$ cat config.mk
export PLATFORM = sky130hd
export DESIGN_NAME = ofm_stream_out
export DESIGN_NICKNAME = d
export VERILOG_FILES = /design/src/rtl/ofm_stream_pkg.sv /design/src/rtl/ofm_skid_fifo.sv /design/src/rtl/ofm_stream_out.sv
export SDC_FILE = /design/constraint.sdc
export NUM_CORES = 1
export LEC_CHECK = 0
export CORE_MARGIN = 10
export CORE_UTILIZATION = 55
export CTS_CLUSTER_DIAMETER = 50
export DETAILED_ROUTE_END_ITERATION = 6
export GPL_TIMING_DRIVEN = 0
export PLACE_DENSITY = 0.8
export SETUP_SLACK_MARGIN = 0.15
export SYNTH_ARGS = -nofsm -noshare
export SYNTH_HDL_FRONTEND = slang
export SYNTH_SLANG_ARGS = --single-unit
$ cat constraint.sdc
create_clock -name clk -period 38.7 [get_ports clk]
set_clock_uncertainty 0.15 [all_clocks]
set_input_delay 7.74 -clock clk [delete_from_list [all_inputs] [get_ports clk]]
set_output_delay 7.74 -clock clk [all_outputs]
set_load 0.02 [all_outputs]
$ cat src/rtl/ofm_stream_pkg.sv
// Shared types and widths for the OFM drain stage: FSM encoding and counter widths.
package ofm_stream_pkg;

    localparam int WCNT_W = 25;  // word counter width (ceil(elems/16) fits)
    localparam int ELEM_W = 29;  // 9b * 9b * 11b element product

    typedef enum logic [2:0] {
        IDLE,
        CALC,
        STREAM,
        DRAIN,
        DONE
    } state_t;

endpackage

$ cat src/rtl/ofm_skid_fifo.sv
// Two-entry skid FIFO between the RAM read port and the stream master.
// Head is zero while empty so the stream bus never shows stale data.
module ofm_skid_fifo #(
    parameter int WIDTH = 256
) (
    input  logic             clk,
    input  logic             rst_n,
    input  logic             push,
    input  logic [WIDTH-1:0] push_data,
    input  logic             pop,
    output logic [WIDTH-1:0] head,
    output logic             full,
    output logic             empty,
    output logic [1:0]       count
);

    logic [WIDTH-1:0] mem [2];
    logic             wr_ptr;
    logic             rd_ptr;
    logic             do_push;
    logic             do_pop;

    assign full    = (count == 2'd2);
    assign empty   = (count == 2'd0);
    assign do_pop  = pop && !empty;
    assign do_push = push && (!full || do_pop);
    assign head    = empty ? '0 : mem[rd_ptr];

    // NOTE: sequential state uses non-blocking (<=) so every register samples pre-edge values.
    always_ff @(posedge clk or negedge rst_n) begin
        if (!rst_n) begin
            wr_ptr <= 1'b0;
            rd_ptr <= 1'b0;
            count  <= 2'd0;
        end else begin
            if (do_push) wr_ptr <= ~wr_ptr;
            if (do_pop)  rd_ptr <= ~rd_ptr;
            unique case ({do_push, do_pop})
                2'b10:   count <= count + 2'd1;
                2'b01:   count <= count - 2'd1;
                default: count <= count;
            endcase
        end
    end

    // NOTE: storage is not reset; the count gates visibility, so flushing it on reset is enough.
    always_ff @(posedge clk) begin
        if (do_push) mem[wr_ptr] <= push_data;
    end

endmodule

$ cat src/rtl/ofm_stream_out.sv
// Drains a finished layer from the OFM DPRAM port A onto a valid/ready stream,
// one RAM word per beat, with a two-word credit loop so the skid FIFO never overflows.
module ofm_stream_out
    import ofm_stream_pkg::*;
#(
    parameter int DATA_WIDTH    = 16,
    parameter int INOUT_WIDTH   = 256,
    parameter int SYSTOLIC_SIZE = 16,
    parameter int OFM_RAM_SIZE  = 62500,
    parameter int AW            = $clog2(OFM_RAM_SIZE)
) (
    input  logic                   clk,
    input  logic                   rst_n,
    input  logic                   start,
    input  logic [8:0]             ofm_size,
    input  logic [10:0]            num_filter,
    input  logic [AW-1:0]          base_addr,
    output logic                   re_a,
    output logic [AW-1:0]          addr_a,
    input  logic [INOUT_WIDTH-1:0] dout_a,
    output logic                   m_valid,
    input  logic                   m_ready,
    output logic [INOUT_WIDTH-1:0] m_data,
    output logic                   m_last,
    output logic                   busy,
    output logic                   done,
    output logic                   err_ovf
);

    localparam int WORD_W = DATA_WIDTH * SYSTOLIC_SIZE;
    localparam int SHIFT  = $clog2(SYSTOLIC_SIZE);

    state_t              state_q, state_d;
    logic [8:0]          ofm_size_q;
    logic [10:0]         num_filter_q;
    logic [AW-1:0]       base_q;
    logic [WCNT_W-1:0]   words_q;
    logic [WCNT_W-1:0]   rd_cnt_q;
    logic [WCNT_W-1:0]   beat_cnt_q;
    logic                inflight_q;
    logic                err_q;

    // Word-count arithmetic, evaluated while in CALC.
    logic [ELEM_W-1:0]   elems;
    logic [ELEM_W:0]     elems_rnd;
    logic [WCNT_W-1:0]   words_raw;
    logic [WCNT_W-1:0]   ram_words;
    logic [WCNT_W-1:0]   base_ext;
    logic [WCNT_W:0]     end_ext;
    logic                ovf;
    logic [WCNT_W-1:0]   avail;
    logic [WCNT_W-1:0]   words_calc;
    logic [WCNT_W-1:0]   last_idx;

    logic                fifo_full;
    logic                fifo_empty;
    logic [1:0]          fifo_count;
    logic                pop;
    logic [2:0]          held;
    logic                issue;

    assign elems     = ELEM_W'(ofm_size_q) * ELEM_W'(ofm_size_q) * ELEM_W'(num_filter_q);
    assign elems_rnd = {1'b0, elems} + (ELEM_W+1)'(SYSTOLIC_SIZE - 1);
    assign words_raw = WCNT_W'(elems_rnd >> SHIFT);
    assign ram_words = WCNT_W'(OFM_RAM_SIZE);
    assign base_ext  = WCNT_W'(base_q);
    assign end_ext   = {1'b0, words_raw} + {1'b0, base_ext};
    assign ovf       = end_ext > {1'b0, ram_words};
    // Clamp to the words left above base so the AW-bit address never wraps.
    assign avail      = (base_ext >= ram_words) ? '0 : (ram_words - base_ext);
    assign words_calc = ovf ? avail : words_raw;
    assign last_idx   = words_q - WCNT_W'(1);

    // Credit: words in flight plus words stored, less the one leaving this clk, must stay below 2.
    assign m_valid = !fifo_empty;
    assign pop     = m_valid && m_ready;
    assign held    = {1'b0, fifo_count} + {2'b00, inflight_q} - {2'b00, pop};
    assign issue   = (state_q == STREAM) && (held < 3'd2);

    assign re_a    = issue;
    assign addr_a  = issue ? (base_q + rd_cnt_q[AW-1:0]) : '0;
    assign m_last  = m_valid && (beat_cnt_q == last_idx);
    assign busy    = (state_q == CALC) || (state_q == STREAM) || (state_q == DRAIN);
    assign done    = (state_q == DONE);
    assign err_ovf = err_q;

    always_comb begin
        // NOTE: next state defaults to the current one first, so no path leaves it unassigned (no latch).
        state_d = state_q;
        unique case (state_q)
            IDLE:   if (start) state_d = CALC;
            CALC:   state_d = (words_calc == '0) ? DONE : STREAM;
            STREAM: if (issue && (rd_cnt_q == last_idx)) state_d = DRAIN;
            DRAIN:  if (pop && (beat_cnt_q == last_idx)) state_d = DONE;
            DONE:   state_d = IDLE;
            default: state_d = IDLE;
        endcase
    end

    always_ff @(posedge clk or negedge rst_n) begin
        if (!rst_n) begin
            state_q      <= IDLE;
            ofm_size_q   <= '0;
            num_filter_q <= '0;
            base_q       <= '0;
            words_q      <= '0;
            rd_cnt_q     <= '0;
            beat_cnt_q   <= '0;
            inflight_q   <= 1'b0;
            err_q        <= 1'b0;
        end else begin
            state_q    <= state_d;
            inflight_q <= issue;
            if ((state_q == IDLE) && start) begin
                ofm_size_q   <= ofm_size;
                num_filter_q <= num_filter;
                base_q       <= base_addr;
                words_q      <= '0;
                rd_cnt_q     <= '0;
                beat_cnt_q   <= '0;
                err_q        <= 1'b0;
            end
            if (state_q == CALC) begin
                words_q <= words_calc;
                if (ovf) err_q <= 1'b1;
            end
            if (issue) rd_cnt_q   <= rd_cnt_q + WCNT_W'(1);
            if (pop)   beat_cnt_q <= beat_cnt_q + WCNT_W'(1);
        end
    end

    ofm_skid_fifo #(
        .WIDTH(WORD_W)
    ) u_fifo (
        .clk       (clk),
        .rst_n     (rst_n),
        .push      (inflight_q),
        .push_data (dout_a),
        .pop       (pop),
        .head      (m_data),
        .full      (fifo_full),
        .empty     (fifo_empty),
        .count     (fifo_count)
    );

    // A read landing on a full FIFO would be lost; the credit rule must make this impossible.
    credit_bound: assert property (@(posedge clk) disable iff (!rst_n) !(fifo_full && inflight_q));

endmodule
==> results by group <==
Clock network
  • CTS H-tree depth: 3
  • Clock transition at the registers of the reported paths: 0.06 ns
  • Clock Latency Late Sink: around 0.63 ns
  • CTS hold repair buffers: 0
  • CTS tree: built
  • Total CTS buffers: 75
  • CTS root buf: clkbuf_16
  • Maximum clock path buffer count: 3
  • Post-CTS setup buffer count: 0
  • CTS resizes: 0
  • Sink Count: 632

Global route
  • Global-route wire length before repair: 175.0 mm
  • GRT met2 Usage: 0.5030
  • Met3 usage: 0.1044
  • GR peak layer: met2
  • Vias in the first global route: about 27000
  • Largest net degree at the start of global routing: 94
  • Grt total ovfl: 0
  • Initial antenna violation count: 44
  • GRT Total Usage: 0.3019
  • Met1 Use GR: 0.3421

Detailed routing
  • Pre-antenna DRT Iters: 5
  • Final ANT Viol Nets: 0
  • DRC Markers: 0
  • Routed vias: about 27000
  • DR vias/cell: 5.724
  • Routed wire length per instance: 25.07 um
  • Drt first-iter violations: between 2000 and 2500
  • Total wire length: 117.9 mm

Yosys
  • Post-synthesis average cell area: between 10 and 15 um2
  • Xor/xnor share of the synthesized area: 0.03545
  • Post-synth design cell area: approximately 36000 um2
  • Area share of the largest cell type after synthesis: 0.4262
  • Compound-Gate Fraction of Synth Area: 0.06035
  • Mux contribution to synthesized area: 0.07502
  • Post-Synth Adder-Cell Area: 0.1481
  • Syn. warnings: 0
  • Post-synthesis sequential area ratio: 0.5094
  • Mapped Nets: approximately 3700
  • Register bit total from synthesis: 632
  • Largest family of logic cells by synthesized area: adder cells
  • Synth Flop Type: edfxtp_1
  • Top cells by area, synth: edfxtp_1 43%, fa_1 9.4%, dfrtp_1 8.3%
  • Post-synth EDFFs: approximately 510
  • Cells after Synth: 3091
  • Synth async-reset ratio: 0.1899
  • Post-Synth Simple-Gate Area: 0.1321
  • Most area-hungry cell type in the Yosys netlist: edfxtp_1
  • Synth cell types: 88

Placement
  • RePlAce Congestion: 0.9372
  • Port-buffer cells: 573
  • Detailed placer's ending HPWL: 92.00 mm
  • Placed inst area: ~43000 um2
  • Setup WS pre-CTS: 18.59 ns

Die
  • Core Area: between 60000 and 70000 um2
  • Die W: 276.1 um
  • Die area: roughly 76000 um2
  • Ports: 574
  • Initial Util: 0.5576
  • Height of the chip: 276.1 um
  • Rows: 93

Setup path
  • Critical path endpoint category: output port
  • Setup crit start: m_ready
  • Crit path kind: in2out
  • CP Cell Sequence: clkdlybuf4s50_1 -> nand2_1 -> clkbuf_1 -> inv_1 -> ha_1 -> nand2b_1 -> fa_1 -> xnor2_1 -> nand4_1 -> inv_1 -> clkbuf_1 -> buf_1 -> and2_1 -> clkdlybuf4s50_1
  • Worst path max stage delay: between 0.6 and 0.7 ns
  • Crit Path Max Fanout: 11
  • Worst R2R Start: ofm_size_q[0]$_DFFE_PN0P_
  • Critical Path RT: 30.81 ns
  • CP max stage cell: clkdlybuf4s50_1
  • Reg2Reg Setup Slack: 25.32 ns
  • Crit path launch type: input pin
  • Critical path arrival: 12.27 ns

Power
  • NetSw: 0.002008 W
  • Final Power: 0.004348 W
  • Sw Ratio: 0.4617
  • Internal: 0.002341 W
  • Gate power share: 0.617
  • Flop pwr share: 0.228
  • P_leak: 18.91 nW
  • VDD IR max: 0.1207 mV
  • Clk network pwr share: 0.156
  • PD cells: 94.80 nW/um2

Timing
  • Final Hold Fails: 0
  • Smallest setup slack after layout: 18.54 ns
  • # setup viols final: 0
  • Setup TNS: 0 ns
  • Slew headroom: 0.2122
  • Slew @ Worst Pin: 1.182 ns
  • Minimum clock period after layout: 20.16 ns
  • RSZ-0062 raised after global routing: no
  • Max Freq: just under 50 MHz
  • Worst hold slack: 0.3456 ns
  • Final slew viol count: 0
  • Part of the cycle the worst path needs: 0.5210

Cells and area
  • Post-layout nets: 4385
  • Area Overhead vs Synth: 27.15%
  • Fillers: about 4500
  • Layout cell share with drive strength beyond 1: 0.04810
  • Post-layout instance area: 45870 um2

Run status
  • Status: complete, no violations

Min path
  • Worst Hold Class: reg2reg
  • Hold_sp: rd_cnt_q[23]$_DFFE_PN0P_

Job
  • # Max-Cap Violations: 0
## cells by family after synthesis
logic type,count (synthesis)
fa+ha+maj,325
mux,270
buf+inv,376
flops,632
simple gates,1016
xor+xnor,146
compound gates,326
## power by group through the flow
stage,Clock [W],Combinational (W),Sequential [W]
6_report,0.000677,0.00268,0.000989
5_1_grt,0.000713,0.00292,0.00100
4_1_cts,0.000686,0.00267,0.000987
3_5_place_dp,0,0.00265,0.000997
3_3_place_gp,0,0.00257,0.00112
2_1_floorplan,0,0.00167,0.00106
## Yosys cell counts (23+ instances only)
| master | count |
|---|---|
| a21oi_1 | 71 |
| and2_1 | 147 |
| and3_1 | 26 |
| clkbuf_1 | 110 |
| dfrtp_1 | 120 |
| edfxtp_1 | 512 |
| fa_1 | 170 |
| ha_1 | 155 |
| inv_1 | 243 |
| mux2i_1 | 267 |
| nand2_1 | 294 |
| nand3_1 | 51 |
| nand4_1 | 29 |
| nor2_1 | 355 |
| nor3_1 | 23 |
| o21ai_0 | 88 |
| xnor2_1 | 85 |
| xor2_1 | 61 |
## registers in the layout, summed over array words and instances (netlist names)
register / count
words_q: 25
u_fifo.wr_ptr: 1
u_fifo.rd_ptr: 1
num_filter_q: 11
state_q: 3
rd_cnt_q: 25
u_fifo.mem: 512
base_q: 16
ofm_size_q: 9
beat_cnt_q: 25
err_ovf: 1
u_fifo.count: 2
inflight_q: 1
## metrics by stage
step | util | cells
6_report | 0.7090 | 4704
5_1_grt | 0.7087 | 4696
4_1_cts | 0.7079 | 4680
3_5_place_dp | 0.6710 | 4542
3_3_place_gp | 0.6628 | 4519
2_1_floorplan | - | 3091
## final timing paths
kind                       cells past startpoint                          end
max                                           14                    addr_a[0]
min                                            1     rd_cnt_q[23]$_DFFE_PN0P_
max reg2reg                                   46       words_q[5]$_DFFE_PN0P_
min reg2reg                                    1     rd_cnt_q[23]$_DFFE_PN0P_
max in group asynchronous                      2  num_filter_q[4]$_DFFE_PN0P_
min in group asynchronous                      1    u_fifo.wr_ptr$_DFFE_PN0P_
## cell usage in the layout (no fill, tap or decap), types with 15 or more instances in the layout
cell             instances
and2_1                 147
mux2i_1                267
nand2_1                294
nor3_1                  23
nand4_1                 29
clkbuf_16               75
xnor2_1                 85
ha_1                   155
nor4_1                  18
diode_2                 24
inv_1                  243
nor2b_1                 15
fa_1                   170
dfrtp_1                120
a21o_1                  21
nand3_1                 51
and3_1                  26
xor2_1                  61
clkdlybuf4s50_1        572
nor2_1                 353
o21ai_0                 88
buf_1                   15
clkbuf_1               119
a21oi_1                 71
edfxtp_1               512
## cell type report
cell class | instances | area, um2 | area share
well taps | 855 | 1070 | 0.02332
repair buffers | 596 | 6245 | 0.1361
clock inverters | 53 | 466.7 | 0.01017
flip-flops and latches | 632 | 18380 | 0.4007
plain buffers | 133 | 515.5 | 0.01124
diodes | 24 | 60.06 | 0.001309
multi-input cells | 2083 | 16300 | 0.3553
inverters | 243 | 912.1 | 0.01989
clock buffers | 85 | 1924 | 0.04195
## metal layers
layer,up-vias,share of wire,wire (um)
met5,-,0.0020,236
met4,36,0.046,5458
met3,258,0.099,11720
met2,1176,0.49,58310
met1,13330,0.36,42200
li1,12130,-,-
## critical path: cells and delay by family
kind | cells | cell delay, ns
buffers and inverters | 7 | 2.88
and+or+nand+nor | 4 | 0.75
adders and majority gates | 2 | 0.70
xor gates and xnor gates | 1 | 0.19
Note: power is estimated with default switching activity, not from simulation.
